<file path="config.mk">
export PLATFORM = sky130hd
export DESIGN_NAME = core_mac_acc_flat
export DESIGN_NICKNAME = d
export VERILOG_FILES = /design/src/rtl/core_mac_acc_if.sv /design/src/rtl/core_mac_acc.sv /design/src/flat_wrapper.sv
export SDC_FILE = /design/constraint.sdc
export NUM_CORES = 2
export LEC_CHECK = 0
export CAP_MARGIN = 25
export CORE_MARGIN = 10
export CORE_UTILIZATION = 55
export CTS_CLUSTER_SIZE = 12
export DETAILED_ROUTE_END_ITERATION = 12
export PLACE_DENSITY = 0.74
export SLEW_MARGIN = 15
export SYNTH_ARGS = -nofsm -noshare
export SYNTH_HDL_FRONTEND = slang
export SYNTH_SLANG_ARGS = --single-unit
</file>
<file path="constraint.sdc">
create_clock -name clk -period 22.5 [get_ports clk]
set_clock_uncertainty 0.2 [all_clocks]
set_input_delay 3.375 -clock clk [delete_from_list [all_inputs] [get_ports clk]]
set_output_delay 3.375 -clock clk [all_outputs]
set_load 0.1 [all_outputs]
</file>
<file path="src/rtl/core_mac_acc_if.sv">
// Operand stream in, accumulated dot-product result out, for core_mac_acc.
// master drives operands and accepts results; slave is the MAC block.
interface core_mac_acc_if #(
  parameter int MAC_NUM   = 8,
  parameter int IDATA_BIT = 8,
  parameter int ACC_BIT   = 32,
  parameter int CNT_BIT   = 16
);
  logic [IDATA_BIT*MAC_NUM-1:0] idataA;
  logic [IDATA_BIT*MAC_NUM-1:0] idataB;
  logic                         idata_valid;
  logic                         idata_last;
  logic                         idata_ready;
  logic [ACC_BIT-1:0]           odata;
  logic [CNT_BIT-1:0]           odata_cnt;
  logic                         odata_ovf;
  logic                         odata_valid;
  logic                         odata_ready;

  modport master (
    output idataA, idataB, idata_valid, idata_last, odata_ready,
    input  idata_ready, odata, odata_cnt, odata_ovf, odata_valid
  );

  modport slave (
    input  idataA, idataB, idata_valid, idata_last, odata_ready,
    output idata_ready, odata, odata_cnt, odata_ovf, odata_valid
  );
endinterface

</file>
<file path="src/rtl/core_mac_acc.sv">
// Lane-parallel multiply, adder tree and saturating accumulator; last beat to result in 3 edges.
// A held, unaccepted result freezes the whole pipeline and drops idata_ready.
module core_mac_acc #(
  parameter int MAC_NUM   = 8,
  parameter int IDATA_BIT = 8,
  parameter int ACC_BIT   = 32,
  parameter int SIGNED    = 1,
  parameter int CNT_BIT   = 16
) (
  input  logic             clk,
  input  logic             rstn,
  core_mac_acc_if.slave    bus
);
  localparam int   PROD_W = 2 * IDATA_BIT;
  localparam int   LVL    = $clog2(MAC_NUM);
  localparam int   SUM_W  = PROD_W + LVL;
  localparam logic SGN    = (SIGNED != 0);
  localparam logic [ACC_BIT-1:0] SMAX = {1'b0, {(ACC_BIT-1){1'b1}}};
  localparam logic [ACC_BIT-1:0] SMIN = {1'b1, {(ACC_BIT-1){1'b0}}};

  typedef enum logic {ACC_IDLE, ACC_RUN} acc_state_t;

  function automatic logic [PROD_W-1:0] ext_op(input logic [IDATA_BIT-1:0] v);
    return {{IDATA_BIT{v[IDATA_BIT-1] & SGN}}, v};
  endfunction

  logic              stall;
  logic [PROD_W-1:0] prod_nxt [MAC_NUM];
  logic [PROD_W-1:0] s1_prod  [MAC_NUM];
  logic              s1_vld, s1_last;
  logic [SUM_W-1:0]  node [1:2*MAC_NUM-1];
  logic [ACC_BIT-1:0] sum_ext;
  logic [ACC_BIT-1:0] s2_sum;
  logic              s2_vld, s2_last;
  acc_state_t        state, state_nxt;
  logic [ACC_BIT-1:0] acc, acc_nxt, base;
  logic [CNT_BIT-1:0] cnt, cnt_nxt;
  logic              ovf, ovf_nxt, ovf_hit;
  logic [ACC_BIT:0]  wide;
  logic              advance, load;

  assign stall           = bus.odata_valid && !bus.odata_ready;
  assign bus.idata_ready = !stall;
  assign advance         = !stall && s2_vld;
  assign load            = advance && s2_last;

  // Operands are widened to the product width first, so the low PROD_W bits
  // of an unsigned multiply give the correct signed product as well.
  always_comb begin
    for (int i = 0; i < MAC_NUM; i++) begin
      prod_nxt[i] = ext_op(bus.idataA[i*IDATA_BIT +: IDATA_BIT]) *
                    ext_op(bus.idataB[i*IDATA_BIT +: IDATA_BIT]);
    end
  end

  always_ff @(posedge clk) begin
    if (!rstn) begin
      s1_vld  <= 1'b0;
      s1_last <= 1'b0;
    end else if (!stall) begin
      s1_vld  <= bus.idata_valid;
      s1_last <= bus.idata_last;
    end
  end

  always_ff @(posedge clk) begin
    if (!stall) s1_prod <= prod_nxt;
  end

  // Heap-ordered tree: leaves at MAC_NUM..2*MAC_NUM-1, root at node[1].
  always_comb begin
    node = '{default: '0};
    for (int i = 0; i < MAC_NUM; i++) begin
      node[MAC_NUM+i] = {{LVL{s1_prod[i][PROD_W-1] & SGN}}, s1_prod[i]};
    end
    for (int i = MAC_NUM - 1; i >= 1; i--) begin
      node[i] = node[2*i] + node[2*i+1];
    end
    if (SGN) sum_ext = ACC_BIT'($signed(node[1]));
    else     sum_ext = ACC_BIT'(node[1]);
  end

  always_ff @(posedge clk) begin
    if (!rstn) begin
      s2_vld  <= 1'b0;
      s2_last <= 1'b0;
    end else if (!stall) begin
      s2_vld  <= s1_vld;
      s2_last <= s1_last;
    end
  end

  always_ff @(posedge clk) begin
    if (!stall) s2_sum <= sum_ext;
  end

  always_ff @(posedge clk) begin
    if (!rstn) state <= ACC_IDLE;
    else       state <= state_nxt;
  end

  always_comb begin
    state_nxt = state;
    if (advance) state_nxt = s2_last ? ACC_IDLE : ACC_RUN;
  end

  // Starting a result accumulates onto zero, which can never saturate.
  always_comb begin
    base    = (state == ACC_RUN) ? acc : '0;
    wide    = '0;
    ovf_hit = 1'b0;
    acc_nxt = '0;
    if (SGN) begin
      wide    = {base[ACC_BIT-1], base} + {s2_sum[ACC_BIT-1], s2_sum};
      ovf_hit = wide[ACC_BIT] ^ wide[ACC_BIT-1];
      acc_nxt = ovf_hit ? (wide[ACC_BIT] ? SMIN : SMAX) : wide[ACC_BIT-1:0];
    end else begin
      wide    = {1'b0, base} + {1'b0, s2_sum};
      ovf_hit = wide[ACC_BIT];
      acc_nxt = ovf_hit ? {ACC_BIT{1'b1}} : wide[ACC_BIT-1:0];
    end
    cnt_nxt = (state == ACC_RUN) ? ((&cnt) ? cnt : cnt + CNT_BIT'(1)) : CNT_BIT'(1);
    ovf_nxt = ((state == ACC_RUN) && ovf) || ovf_hit;
  end

  always_ff @(posedge clk) begin
    if (!rstn) begin
      acc <= '0;
      cnt <= '0;
      ovf <= 1'b0;
    end else if (advance) begin
      acc <= acc_nxt;
      cnt <= cnt_nxt;
      ovf <= ovf_nxt;
    end
  end

  always_ff @(posedge clk) begin
    if (!rstn) begin
      bus.odata       <= '0;
      bus.odata_cnt   <= '0;
      bus.odata_ovf   <= 1'b0;
      bus.odata_valid <= 1'b0;
    end else if (!stall) begin
      bus.odata_valid <= load;
      if (load) begin
        bus.odata     <= acc_nxt;
        bus.odata_cnt <= cnt_nxt;
        bus.odata_ovf <= ovf_nxt;
      end
    end
  end
endmodule

</file>
<file path="src/flat_wrapper.sv">
// flat-port wrapper written by rule: the top's interface ports become plain ports
module core_mac_acc_flat 
#(
  parameter int MAC_NUM   = 8,
  parameter int IDATA_BIT = 8,
  parameter int ACC_BIT   = 32,
  parameter int SIGNED    = 1,
  parameter int CNT_BIT   = 16
)
  (clk, rstn, bus_idataA, bus_idataB, bus_idata_valid, bus_idata_last, bus_odata_ready, bus_idata_ready, bus_odata, bus_odata_cnt, bus_odata_ovf, bus_odata_valid);
  core_mac_acc_if #(.MAC_NUM(MAC_NUM), .IDATA_BIT(IDATA_BIT), .ACC_BIT(ACC_BIT), .CNT_BIT(CNT_BIT)) bus_i ();
  input  logic clk;
  input  logic rstn;
  input wire logic [$bits(bus_i.idataA)-1:0] bus_idataA;
  input wire logic [$bits(bus_i.idataB)-1:0] bus_idataB;
  input wire logic [$bits(bus_i.idata_valid)-1:0] bus_idata_valid;
  input wire logic [$bits(bus_i.idata_last)-1:0] bus_idata_last;
  input wire logic [$bits(bus_i.odata_ready)-1:0] bus_odata_ready;
  output wire logic [$bits(bus_i.idata_ready)-1:0] bus_idata_ready;
  output wire logic [$bits(bus_i.odata)-1:0] bus_odata;
  output wire logic [$bits(bus_i.odata_cnt)-1:0] bus_odata_cnt;
  output wire logic [$bits(bus_i.odata_ovf)-1:0] bus_odata_ovf;
  output wire logic [$bits(bus_i.odata_valid)-1:0] bus_odata_valid;
  assign bus_i.idataA = bus_idataA;
  assign bus_i.idataB = bus_idataB;
  assign bus_i.idata_valid = bus_idata_valid;
  assign bus_i.idata_last = bus_idata_last;
  assign bus_i.odata_ready = bus_odata_ready;
  assign bus_idata_ready = bus_i.idata_ready;
  assign bus_odata = bus_i.odata;
  assign bus_odata_cnt = bus_i.odata_cnt;
  assign bus_odata_ovf = bus_i.odata_ovf;
  assign bus_odata_valid = bus_i.odata_valid;
  core_mac_acc #(.MAC_NUM(MAC_NUM), .IDATA_BIT(IDATA_BIT), .ACC_BIT(ACC_BIT), .SIGNED(SIGNED), .CNT_BIT(CNT_BIT)) u_core (.clk(clk), .rstn(rstn), .bus(bus_i));
endmodule
</file>
==> impl_results.html <==
<table>
<tr><th>Metric</th><th>Value</th></tr>
<tr><th colspan="2">Worst hold path</th></tr>
<tr><td>Worst min-delay path class</td><td>flip-flop to flip-flop</td></tr>
<tr><td>Count of cells along the worst hold path</td><td>2</td></tr>
<tr><td>Hold Path Origin</td><td>u_core.bus.odata_cnt[15]$_SDFFE_PN0P_</td></tr>
<tr><td>Hold-critical path endpoint</td><td>u_core.bus.odata_cnt[15]$_SDFFE_PN0P_</td></tr>
<tr><th colspan="2">Routing</th></tr>
<tr><td>Pre-antenna DRT Iters</td><td>7</td></tr>
<tr><td>Total DRC errors in the routed layout</td><td>0</td></tr>
<tr><td>Remaining antenna violation count</td><td>0</td></tr>
<tr><td>Iteration-0 DRC count of the detailed router</td><td>around 1300</td></tr>
<tr><td>Number of vias per cell</td><td>between 5 and 6</td></tr>
<tr><td>Routed vias</td><td>roughly 24000</td></tr>
<tr><td>Total wire length</td><td>around 70 mm</td></tr>
<tr><td>Routed length per placed instance</td><td>15.6 um</td></tr>
<tr><th colspan="2">Yosys</th></tr>
<tr><td>Top area cells in the synthesized netlist</td><td>sky130_fd_sc_hd__fa_1, sky130_fd_sc_hd__edfxtp_1, sky130_fd_sc_hd__ha_1</td></tr>
<tr><td>Post-synthesis instance area</td><td>33900 um^2</td></tr>
<tr><td>Synth Area per Inst</td><td>roughly 9.5 um^2</td></tr>
<tr><td>Synth warn</td><td>0</td></tr>
<tr><td>Synthesized instance count</td><td>3581</td></tr>
<tr><td>Ys async rst share</td><td>0</td></tr>
<tr><td>EDFF count, synth</td><td>roughly 150</td></tr>
<tr><td>Number of different library cells in the post-synthesis netlist</td><td>76</td></tr>
<tr><td>Leading register cell type out of synthesis</td><td>sky130_fd_sc_hd__edfxtp_1</td></tr>
<tr><td>Synth area leader</td><td>sky130_fd_sc_hd__fa_1</td></tr>
<tr><td>Post-synthesis sequential element count</td><td>251</td></tr>
<tr><td>Share of synthesized area occupied by flip-flops and latches</td><td>0.191</td></tr>
<tr><td>Synth top area share</td><td>0.283</td></tr>
<tr><td>Total nets after synthesis</td><td>4541</td></tr>
<tr><th colspan="2">Layout</th></tr>
<tr><td>Design area</td><td>about 37000 um^2</td></tr>
<tr><td>Fraction of final layout cells sized beyond drive strength 1</td><td>0.0239</td></tr>
<tr><td>Commonest non-fill, non-tap cell in the layout</td><td>sky130_fd_sc_hd__inv_1</td></tr>
<tr><td>Fillers</td><td>between 5000 and 6000</td></tr>
<tr><td>Layout Area Growth over Synthesis</td><td>10.5%</td></tr>
<tr><td>Area of the multi-input gates</td><td>24900 um^2</td></tr>
<tr><td>Combined flip-flop and latch cell area</td><td>6500 um^2</td></tr>
<tr><td>Most frequent cells in the layout</td><td>sky130_fd_sc_hd__inv_1, sky130_fd_sc_hd__fa_1, sky130_fd_sc_hd__and2_1, sky130_fd_sc_hd__ha_1, sky130_fd_sc_hd__nand2_1</td></tr>
<tr><td>Final Net Count</td><td>approximately 4700</td></tr>
<tr><th colspan="2">Floorplan</th></tr>
<tr><td>Die area</td><td>between 70000 and 80000 um^2</td></tr>
<tr><td>Io pins</td><td>approximately 180</td></tr>
<tr><td>Die outline height</td><td>between 200 and 300 um</td></tr>
<tr><td>Area of the core</td><td>61400 um^2</td></tr>
<tr><td>Core Rows</td><td>roughly 90</td></tr>
<tr><td>Starting density of the core</td><td>0.553</td></tr>
<tr><td>Horizontal extent of the die</td><td>roughly 270 um</td></tr>
<tr><th colspan="2">Clocking</th></tr>
<tr><td>Clock tree from TritonCTS</td><td>done</td></tr>
<tr><td>Maximum clock path buffer count</td><td>3</td></tr>
<tr><td>Reg clk slew, reported paths</td><td>approximately 0.06 ns</td></tr>
<tr><td>Post-CTS setup buffers</td><td>0</td></tr>
<tr><td>Number of CTS-inserted buffers</td><td>28</td></tr>
<tr><td>Gates resized, CTS repair</td><td>0</td></tr>
<tr><td>CTS H-tree depth</td><td>1</td></tr>
<tr><td>Clock latency reported for the late side of the worst-skew pair</td><td>approximately 0.57 ns</td></tr>
<tr><td>Total number of clock tree sinks</td><td>between 200 and 300</td></tr>
<tr><td>Number of buffers inserted for hold repair after clock tree synthesis</td><td>0</td></tr>
<tr><td>Clock Tree Root</td><td>sky130_fd_sc_hd__clkbuf_16</td></tr>
<tr><th colspan="2">Setup path</th></tr>
<tr><td>Worst reg-to-reg setup slack</td><td>between 15 and 20 ns</td></tr>
<tr><td>Type of element capturing the critical path</td><td>primary output</td></tr>
<tr><td>Classification of the worst setup path</td><td>primary input to primary output</td></tr>
<tr><td>Endpoint arrival time on the critical path</td><td>5.56 ns</td></tr>
<tr><td>Largest fanout on the critical path</td><td>36</td></tr>
<tr><td>Element type at the critical path start</td><td>primary input</td></tr>
<tr><td>Req. time, crit path</td><td>between 15 and 20 ns</td></tr>
<tr><td>Worst r2r path cells</td><td>21</td></tr>
<tr><td>Beginning of the worst register-to-register path</td><td>u_core.node[76]$_DFFE_PN_</td></tr>
<tr><td>FF-to-FF End</td><td>u_core.s2_sum[17]$_DFFE_PN_</td></tr>
<tr><th colspan="2">STA</th></tr>
<tr><td>Fin. Hold Viols</td><td>0</td></tr>
<tr><td>Final critical-path share of the clock period</td><td>0.406</td></tr>
<tr><td>Max-slew violations</td><td>0</td></tr>
<tr><td>Pin slew with the least headroom to its limit</td><td>1.06 ns</td></tr>
<tr><td>Unrepaired setup endpoints after global routing</td><td>no</td></tr>
<tr><td>Max frequency</td><td>0.109 GHz</td></tr>
<tr><td>Shortest clock period the worst path allows after layout</td><td>a little over 9 ns</td></tr>
<tr><td>Setup TNS</td><td>0 ns</td></tr>
<tr><td>Worst slew margin relative to its limit</td><td>0.291</td></tr>
<tr><td>Setup violators final</td><td>0</td></tr>
<tr><th colspan="2">Global routing</th></tr>
<tr><td>Wire length of the first global-routing pass</td><td>about 120 mm</td></tr>
<tr><td>Via count of the first global-routing pass</td><td>~25000</td></tr>
<tr><td>Total Routing Usage GR</td><td>0.203</td></tr>
<tr><td>Number of antenna violations at the first check in global routing</td><td>2</td></tr>
<tr><td>Pin count of the biggest net entering global routing</td><td>77</td></tr>
<tr><td>Overflow after GRT</td><td>0</td></tr>
<tr><th colspan="2">Place</th></tr>
<tr><td>Placer's final routability congestion estimate</td><td>roughly 0.9</td></tr>
<tr><td>Cell Area, Placed</td><td>roughly 37000 um^2</td></tr>
<tr><td>Number of buffer cells added on primary ports</td><td>183</td></tr>
<tr><td>Detailed placer's ending HPWL</td><td>59.1 mm</td></tr>
<tr><th colspan="2">Run status</th></tr>
<tr><td>Outcome</td><td>completed</td></tr>
<tr><th colspan="2">Flow run</th></tr>
<tr><td>Maximum Capacitance Violations</td><td>0</td></tr>
</table>
-- metal layers --
metal | wire, um | global-route usage | vias up
li1 | - | - | 11900
met1 | 30900 | 0.261 | 11900
met2 | 36200 | 0.368 | 348
met3 | 2590 | 0.0191 | 77
met4 | 1360 | 0.0408 | 0
met5 | 0 | 0 | -
-- worst max path at each step --
stage,from,endpoint,slack [ns],cells after the start
after floorplan,bus_odata_ready,bus_idata_ready,10.44,2
after global placement,bus_odata_ready,bus_idata_ready,13.36,3
after detailed placement,bus_odata_ready,bus_idata_ready,13.36,3
after CTS,bus_odata_ready,bus_idata_ready,13.35,3
after global routing,bus_odata_ready,bus_idata_ready,13.27,3
final,bus_odata_ready,bus_idata_ready,13.36,3
-- per-stage QoR --
stage	util	worst slack [ns]	hold slack [ns]	instances
global placement	0.596	13.36	0.245	4505
global route	0.611	13.27	0.290	4556
finish	0.611	13.36	0.264	4556
detailed placement	0.596	13.36	0.251	4505
floorplan	-	10.44	0.232	3581
CTS	0.611	13.35	0.271	4554
-- cell type report --
type / count / share of cell area
multi-input combinational: 2642 / 0.663
sequential: 251 / 0.173
inverter: 631 / 0.0632
timing repair buffer: 191 / 0.0505
tap: 790 / 0.0264
clock buffer: 38 / 0.0211
clock inverter: 11 / 0.00250
antenna: 2 / 0.000134
-- worst max-delay path, stage by stage --
cell	delay, ns
sky130_fd_sc_hd__clkdlybuf4s50_1	0.46
sky130_fd_sc_hd__nand2b_4	0.45
sky130_fd_sc_hd__clkdlybuf4s50_1	1.24
-- logic make-up (layout without fill, tap and decap cells) --
family          after synthesis  count (layout)  share of synthesized area
xor+xnor                    203             203                     0.0524
mux                           9               9                    0.00273
other cells                   0               2                          0
buf+inv                     688             871                     0.0766
simple gates               1107            1107                      0.168
compound gates              496             496                     0.0976
fa+ha+maj                   827             827                      0.411
flops                       251             251                      0.191
-- Yosys cell counts (18+ instances only) --
cell and instances:
sky130_fd_sc_hd__ha_1 347, sky130_fd_sc_hd__clkbuf_1 51, sky130_fd_sc_hd__a21boi_0 38, sky130_fd_sc_hd__o21a_1 18
sky130_fd_sc_hd__a31oi_1 31, sky130_fd_sc_hd__xnor2_1 169, sky130_fd_sc_hd__xor2_1 34, sky130_fd_sc_hd__nand3_1 57
sky130_fd_sc_hd__a21oi_1 112, sky130_fd_sc_hd__and2_1 353, sky130_fd_sc_hd__nor3_1 42, sky130_fd_sc_hd__nor2_1 132
sky130_fd_sc_hd__nor2b_1 42, sky130_fd_sc_hd__nand2_1 330, sky130_fd_sc_hd__o21ai_0 117, sky130_fd_sc_hd__and3_1 18
sky130_fd_sc_hd__fa_1 480, sky130_fd_sc_hd__inv_1 631, sky130_fd_sc_hd__a21o_1 36, sky130_fd_sc_hd__edfxtp_1 147
sky130_fd_sc_hd__o211ai_1 43, sky130_fd_sc_hd__nand2b_1 72, sky130_fd_sc_hd__dfxtp_1 104
-- state kept, by name (all words and copies together) (netlist names) --
name / flops
u_core.s1_vld: 1
u_core.bus.odata_valid: 1
u_core.state: 1
u_core.s1_last: 1
u_core.bus.odata_ovf: 1
u_core.acc: 32
u_core.s2_last: 1
u_core.node: 128
u_core.cnt: 16
u_core.s2_sum: 19
u_core.bus.odata: 32
u_core.s2_vld: 1
u_core.bus.odata_cnt: 16
u_core.ovf: 1
Power is not shown: default switching activity piles up to over one toggle a cycle in this logic, so the estimate is an artifact.
